--- config.mk ---
export PLATFORM = sky130hd
export DESIGN_NAME = rom_download_stager
export DESIGN_NICKNAME = d
export VERILOG_FILES = /design/src/rtl/bbc_mem_pkg.sv /design/src/rtl/rom_download_stager_sync_fifo.sv /design/src/rtl/rom_download_stager.sv
export SDC_FILE = /design/constraint.sdc
export NUM_CORES = 1
export LEC_CHECK = 0
export CAP_MARGIN = 20
export CORE_ASPECT_RATIO = 0.8
export CORE_UTILIZATION = 40
export DETAILED_ROUTE_END_ITERATION = 12
export PLACE_DENSITY_LB_ADDON = 0.08
export SYNTH_ARGS = -nofsm -noshare
export SYNTH_HDL_FRONTEND = slang
export SYNTH_SLANG_ARGS = --single-unit
--- constraint.sdc ---
create_clock -name clk_32m -period 5.4 [get_ports clk_32m]
set_clock_uncertainty 0.15 [all_clocks]
set_input_delay 1.08 -clock clk_32m [delete_from_list [all_inputs] [get_ports clk_32m]]
set_output_delay 1.08 -clock clk_32m [all_outputs]
set_load 0.1 [all_outputs]
--- src/rtl/bbc_mem_pkg.sv ---
// Shared constants and types for the BBC memory-side loader path.
//
// Contents:
//   ADDR_W         SDRAM byte address width
//   BASE_IDX0      SDRAM base of download index 0 (OS/MOS/sideways ROM image)
//   BASE_IDXN      SDRAM base of every non-zero download index
//   loader_state_e loader FSM states {IDLE, LOAD, DRAIN}
package bbc_mem_pkg;

   localparam int ADDR_W = 25;

   localparam logic [ADDR_W-1:0] BASE_IDX0 = 25'h080000;
   localparam logic [ADDR_W-1:0] BASE_IDXN = 25'h068000;

   typedef enum logic [1:0] {
      IDLE  = 2'd0,
      LOAD  = 2'd1,
      DRAIN = 2'd2
   } loader_state_e;

endpackage

--- src/rtl/rom_download_stager_sync_fifo.sv ---
// Small synchronous FIFO with a combinational head (first-word fall-through).
//
// Ports:
//   clk_i     clock
//   reset_i   synchronous active-high reset; empties the FIFO
//   push_i    write din_i; ignored when full unless pop_i pops in the same cycle
//   pop_i     drop the head entry; ignored when empty
//   din_i     write data
//   dout_o    head entry, valid while empty_o = 0
//   full_o    DEPTH entries held
//   empty_o   no entries held
//
// Handshake: a push takes effect when push_i=1 and (full_o=0 or an accepted
// pop happens in the same cycle); a pop takes effect when pop_i=1 and
// empty_o=0. A simultaneous push and pop leaves occupancy unchanged.
module sync_fifo #(
   parameter int WIDTH = 8,
   parameter int DEPTH = 8
) (
   input  logic             clk_i,
   input  logic             reset_i,
   input  logic             push_i,
   input  logic             pop_i,
   input  logic [WIDTH-1:0] din_i,
   output logic [WIDTH-1:0] dout_o,
   output logic             full_o,
   output logic             empty_o
);

   localparam int AW = (DEPTH > 1) ? $clog2(DEPTH) : 1;
   localparam logic [AW:0]   DEPTH_C = DEPTH[AW:0];
   localparam logic [AW-1:0] PTR_ONE = 1;
   localparam logic [AW:0]   CNT_ONE = 1;

   logic [WIDTH-1:0] mem_q [DEPTH];
   logic [AW-1:0]    wr_ptr_q;
   logic [AW-1:0]    rd_ptr_q;
   logic [AW:0]      count_q;
   logic             do_push;
   logic             do_pop;

   assign empty_o = (count_q == '0);
   assign full_o  = (count_q == DEPTH_C);
   assign do_pop  = pop_i & ~empty_o;
   // The pop frees a slot in the same cycle, so a full FIFO can still take a push.
   assign do_push = push_i & (~full_o | do_pop);
   assign dout_o  = mem_q[rd_ptr_q];

   always_ff @(posedge clk_i) begin
      if (reset_i) begin
         wr_ptr_q <= '0;
         rd_ptr_q <= '0;
         count_q  <= '0;
      end else begin
         // DEPTH is a power of two, so pointers wrap naturally.
         if (do_push) wr_ptr_q <= wr_ptr_q + PTR_ONE;
         if (do_pop)  rd_ptr_q <= rd_ptr_q + PTR_ONE;
         if (do_push && !do_pop)      count_q <= count_q + CNT_ONE;
         else if (do_pop && !do_push) count_q <= count_q - CNT_ONE;
      end
   end

   // Storage needs no reset: entries are only read once written.
   always_ff @(posedge clk_i) begin
      if (do_push) mem_q[wr_ptr_q] <= din_i;
   end

endmodule

--- src/rtl/rom_download_stager.sv ---
// Stages data_io ROM download bytes into the SDRAM loader port.
//
// Bytes strobed by ioctl_wr are mapped to their SDRAM ROM region (chosen by
// the download index latched when ioctl_download rises), queued, and replayed
// one per mem_sync slot. loader_active covers the download plus the drain of
// any bytes still queued, so core reset spans the whole upload.
//
// Ports:
//   clk_32m         system clock
//   reset           synchronous active-high reset
//   ioctl_download  data_io download in progress
//   ioctl_index     download index (menu slot)
//   ioctl_wr        byte strobe, one cycle per byte
//   ioctl_addr      byte offset within the download
//   ioctl_dout      byte data
//   mem_sync        SDRAM slot boundary pulse, one cycle wide
//   loader_active   download or drain in progress
//   loader_we       SDRAM write request, constant for a whole slot
//   loader_addr     SDRAM byte address of the slot's write
//   loader_data     SDRAM write data of the slot's write
//   overflow        sticky: a byte was dropped because the FIFO was full
//   byte_count      bytes committed in the current download
//
// Handshake: none towards data_io (no back-pressure). Towards SDRAM, the
// write for a slot is presented from the cycle after one mem_sync until the
// next mem_sync, where it is considered committed.
module rom_download_stager #(
   parameter int DEPTH = 8,
   parameter int ADDR_W = bbc_mem_pkg::ADDR_W,
   parameter logic [ADDR_W-1:0] BASE_IDX0 = bbc_mem_pkg::BASE_IDX0,
   parameter logic [ADDR_W-1:0] BASE_IDXN = bbc_mem_pkg::BASE_IDXN
) (
   input  logic              clk_32m,
   input  logic              reset,
   input  logic              ioctl_download,
   input  logic [7:0]        ioctl_index,
   input  logic              ioctl_wr,
   input  logic [ADDR_W-1:0] ioctl_addr,
   input  logic [7:0]        ioctl_dout,
   input  logic              mem_sync,
   output logic              loader_active,
   output logic              loader_we,
   output logic [ADDR_W-1:0] loader_addr,
   output logic [7:0]        loader_data,
   output logic              overflow,
   output logic [ADDR_W-1:0] byte_count
);

   import bbc_mem_pkg::*;

   localparam int FW = ADDR_W + 8;
   localparam logic [ADDR_W-1:0] CNT_ONE = 1;

   loader_state_e     state_q, state_d;
   logic              dl_q;
   logic [7:0]        idx_q;
   logic              we_q;
   logic [ADDR_W-1:0] addr_q;
   logic [7:0]        data_q;
   logic              ovf_q, ovf_d;
   logic [ADDR_W-1:0] cnt_q, cnt_d;

   logic              dl_rise;
   logic [7:0]        idx_eff;
   logic [ADDR_W-1:0] base;
   logic [ADDR_W-1:0] push_addr;
   logic              fifo_full;
   logic              fifo_empty;
   logic              fifo_pop;
   logic [FW-1:0]     fifo_head;
   logic              drop;
   logic              start_clear;
   logic              commit;

   assign dl_rise = ioctl_download & ~dl_q;
   // A byte in the very cycle of the download rise must already see the new index.
   assign idx_eff = dl_rise ? ioctl_index : idx_q;
   assign base = (idx_eff == 8'd0) ? BASE_IDX0 : BASE_IDXN;
   // ADDR_W-bit sum: wraps, carry discarded.
   assign push_addr = base + ioctl_addr;

   assign fifo_pop = mem_sync & ~fifo_empty;
   assign drop = ioctl_wr & fifo_full & ~fifo_pop;
   // Each mem_sync closes the current slot; a slot that carried a write commits it.
   assign commit = mem_sync & we_q;

   sync_fifo #(
      .WIDTH (FW),
      .DEPTH (DEPTH)
   ) u_fifo (
      .clk_i   (clk_32m),
      .reset_i (reset),
      .push_i  (ioctl_wr),
      .pop_i   (fifo_pop),
      .din_i   ({push_addr, ioctl_dout}),
      .dout_o  (fifo_head),
      .full_o  (fifo_full),
      .empty_o (fifo_empty)
   );

   // FSM: state register
   always_ff @(posedge clk_32m) begin
      if (reset) state_q <= IDLE;
      else       state_q <= state_d;
   end

   // FSM: next state. Leaving DRAIN needs a mem_sync with the FIFO empty,
   // i.e. the boundary where loader_we is about to be (or stay) 0.
   always_comb begin
      state_d = state_q;
      unique case (state_q)
         IDLE:    if (dl_rise) state_d = LOAD;
         LOAD:    if (!ioctl_download) state_d = DRAIN;
         DRAIN: begin
            if (dl_rise)                      state_d = LOAD;
            else if (mem_sync && fifo_empty)  state_d = IDLE;
         end
         default: state_d = IDLE;
      endcase
   end

   // FSM: outputs
   always_comb begin
      loader_active = (state_q != IDLE);
      // A re-rise from DRAIN continues the same upload, so counters carry on.
      start_clear   = (state_q == IDLE) & dl_rise;
   end

   always_comb begin
      ovf_d = (start_clear ? 1'b0 : ovf_q) | drop;
      cnt_d = start_clear ? '0 : cnt_q;
      if (commit && !start_clear) cnt_d = cnt_q + CNT_ONE;
   end

   always_ff @(posedge clk_32m) begin
      if (reset) begin
         dl_q   <= 1'b0;
         idx_q  <= 8'd0;
         we_q   <= 1'b0;
         addr_q <= '0;
         data_q <= 8'd0;
         ovf_q  <= 1'b0;
         cnt_q  <= '0;
      end else begin
         dl_q  <= ioctl_download;
         ovf_q <= ovf_d;
         cnt_q <= cnt_d;
         if (dl_rise) idx_q <= ioctl_index;
         // Slot register: only updated on slot boundaries, so loader_we and
         // the write it describes stay constant for the whole slot.
         if (mem_sync) begin
            we_q <= ~fifo_empty;
            if (!fifo_empty) begin
               addr_q <= fifo_head[FW-1:8];
               data_q <= fifo_head[7:0];
            end
         end
      end
   end

   assign loader_we   = we_q;
   assign loader_addr = addr_q;
   assign loader_data = data_q;
   assign overflow    = ovf_q;
   assign byte_count  = cnt_q;

endmodule

==> summary.md <==
| Metric | Value |
|---|---|
| I/O Pins | around 110 |
| CP max FO | 11 |
| Root Driver | clkbuf_16 |
| DR vias/cell | roughly 5.4 |
| Pwr/cell area | between 400 and 500 nW/um2 |
| Yosys warning total | 0 |
| DIE WIDTH | 205.6 um |
| I/O Buffers | 106 |
| Yosys top cell by area | edfxtp_1 |
| Clock buffer depth | 3 |
| Num rows | just under 60 |
| Post-synthesis adder-cell area fraction | under 10% |
| Post-CTS sizing | 0 |
| Final nets | between 900 and 1000 |
| Area grow syn2layout | 20.88% |
| Yosys top cell area share | ~60% |
| Largest net degree at the start of global routing | just under 70 |
| Global-route wire length before repair | roughly 46 mm |
| Die ar. | around 34000 um2 |
| Routed Antenna Nets | 0 |
| Dpl hpwl | approximately 17 mm |
| Ys flop type | edfxtp_1 |
| Hold Crit Class | flip-flop to flip-flop |
| Leakage power | 5.093 nW |
| Final hold vios | 0 |
| #FFs+latches synth | around 350 |
| # setup viols final | 0 |
| Hold path start | idx_q[1] |
| DIE HEIGHT | roughly 160 um |
| Relative slew slack | approximately a quarter |
| Final setup TNS | 0 ns |
| Sequential share of the synthesized area | between 70% and 80% |
| Fmax | roughly 270 MHz |
| TritonCTS clock tree | built |
| Clk pin slew, worst setup/hold paths | around 0.060 ns |
| Routed wire length | ~30 mm |
| Post-synthesis net count | 854 |
| Critical path type | primary input to flip-flop |
| Count of cell types in the netlist | 48 |
| Max Slew Vio Count | 0 |
| Cts bufs inserted | 35 |
| Initial core utilization | around two fifths |
| H-tree depth | 2 |
| GPL Wtd Cong | between 0.8 and 0.9 |
| Avg Inst Size Synth | between 15 and 20 um2 |
| FF-to-FF path depth | 8 |
| Setup crit start kind | primary input |
| Post-synth EDFFs | 264 |
| Global Route Usage Sum | 18.54% |
| Cell Area, Synth | approximately 13000 um2 |
| RR Endpoint | u_fifo.mem_q[2][30] |
| 1st-iter DRT viols | 424 |
| Synth Area in XOR/XNOR | 1.585% |
| WP data required | roughly 5.5 ns |
| Clk_lat worst skew | between 0.5 and 0.6 ns |
| Clock sinks | around 350 |
| RSZ-0062 raised after global routing | false |
| Reg2reg setup slack | 2.27 ns |
| Final period utilization | 69.57% |
| ANT cells | 0 |
| Tmin final | 3.757 ns |
| Complex-gate fraction of the synthesized area | about 4% |
| Mapped Cells | slightly below 800 |
| Multi-input gate area | 3550 um2 |
| Overflow after GRT | 0 |
| Largest family of logic cells by synthesized area | multiplexers |
| Multiplexer share of the synthesized area | between 10% and 20% |
| Worst EP arrival | roughly 3.8 ns |
| Reg-to-Reg Start | dl_q |
| Max cap viols | 0 |
| Simple-gate share of the synthesized area | under 10% |
| Core ar. | ~33000 um2 |
| Residual DRC | 0 |
| Seq. cell area | about 9600 um2 |
| Vias post-DR | 7366 |
| CP Launch Point | ioctl_download |
| Top cells by count, synth | 264 x edfxtp_1, 81 x dfxtp_1, 68 x nor2_1 |
| Synth async-reset ratio | 0% |
| Setup Fix Bufs, Post-CTS | 0 |
| Detailed Routing Iterations Pass 1 | 5 |
| Worst setup endpoint | u_fifo.mem_q[2][30] |
| Status | finished, final reports clean |
| Fill count | between 2000 and 3000 |
| Critical Path Sink Type | flip-flop |
| Vias in the first global route | about 7800 |
| Fin util | between 40% and 50% |
| Most numerous cell in the Yosys netlist | edfxtp_1 |
| Initial antenna violation count | 0 |
| Slew @ Worst Pin | between 1 and 1.5 ns |
| Layout cells sized above 1 | 16.83% |
| Max VDD drop | roughly 0.00043 V |
| Cts hold-fix bufs | 0 |
| Wire length per cell | 21.94 um |
| Ranking of synthesized cells by area | edfxtp_1 60%, dfxtp_1 12%, mux4_2 11%, nor2_1 1.9%, o22ai_1 1.6% |
[cells in the final DEF (no fill, tap or decap), types with 7 or more instances in the layout]
cell,netlist,layout
o21ai_0,8,8
clkbuf_1,14,9
dfxtp_1,81,79
inv_1,7,7
o22ai_1,33,33
edfxtp_1,264,264
mux4_2,66,66
buf_4,4,13
nor2_1,68,62
a21oi_1,25,25
nand3_1,14,14
nand2_1,38,37
clkbuf_16,0,37
o31ai_1,7,7
ha_1,11,11
nor4_1,8,8
nor3_1,39,37
xor2_1,10,10
xnor2_1,14,14
clkdlybuf4s50_1,0,105
[critical path: stages]
cell	delay [ns]
clkdlybuf4s50_1	0.46
nand2b_1	0.33
nand3_1	0.12
o21a_1	0.22
ha_1	0.41
nand3_1	0.11
a211oi_1	0.44
nand3_1	0.16
xnor2_1	0.50
[where the power goes]
group | internal [W] | total, W | switching [W]
logic | 0.000751 | 0.00209 | 0.00134
clock network | 0.00150 | 0.00247 | 0.000965
registers | 0.00309 | 0.00330 | 0.000205
total | 0.00534 | 0.00785 | 0.00251
[flip-flops by register name, summed over array words and instances, names as in the netlist]
signal	flops
overflow	1
loader_we	1
state_q	2
dl_q	1
u_fifo.mem_q	264
loader_data	8
u_fifo.rd_ptr_q	3
byte_count	25
u_fifo.count_q	4
loader_addr	25
idx_q	8
u_fifo.wr_ptr_q	3
[through the flow]
stage | instance area (um2) | instances | setup WS (ns) | total power [W] | hold WS, ns
floorplan | 13260 | 796 | 0.9688 | 0.004924 | 0.2860
global placement | 14820 | 1302 | 1.353 | 0.005412 | 0.2955
detailed placement | 14850 | 1303 | 1.205 | 0.005465 | 0.3112
CTS | 16030 | 1366 | 1.733 | 0.007948 | 0.3195
global route | 16030 | 1366 | 1.431 | 0.008189 | 0.3371
finish | 16030 | 1366 | 1.643 | 0.007852 | 0.3183
[final cells by class]
cell class	count	area share [%]
repair buffers	120	7.368
clock inverters	13	1.046
well taps	427	3.333
multi-input cells	404	22.14
clock buffers	50	6.330
inverters	7	0.1639
flip-flops and latches	345	59.62
[metal layers]
metal  global-route usage [%]  vias to the layer above  routed length [um]
li1                         -                     3378                   -
met1                    25.34                     3769               13650
met2                    30.73                      184               14540
met3                    2.940                       35                1322
met4                    5.185                        0                 450
met5                        0                        -                   0
[cells by family (layout without fill, tap and decap cells)]
logic type,Yosys count,in the layout
AOI/OAI and AO/OA,88,88
xor gates and xnor gates,24,24
adders and majority gates,12,12
buffers and inverters,47,190
DFF,345,345
muxes,70,70
and+or+nand+nor,210,210
[worst min-delay path by stage]
stage                to  cells past startpoint
4_1_cts        idx_q[1]                      2
3_5_place_dp   idx_q[1]                      2
2_1_floorplan  idx_q[0]                      2
3_3_place_gp   idx_q[0]                      2
5_1_grt        idx_q[3]                      2
6_report       idx_q[1]                      2
Power figures use the tool's default switching activity.
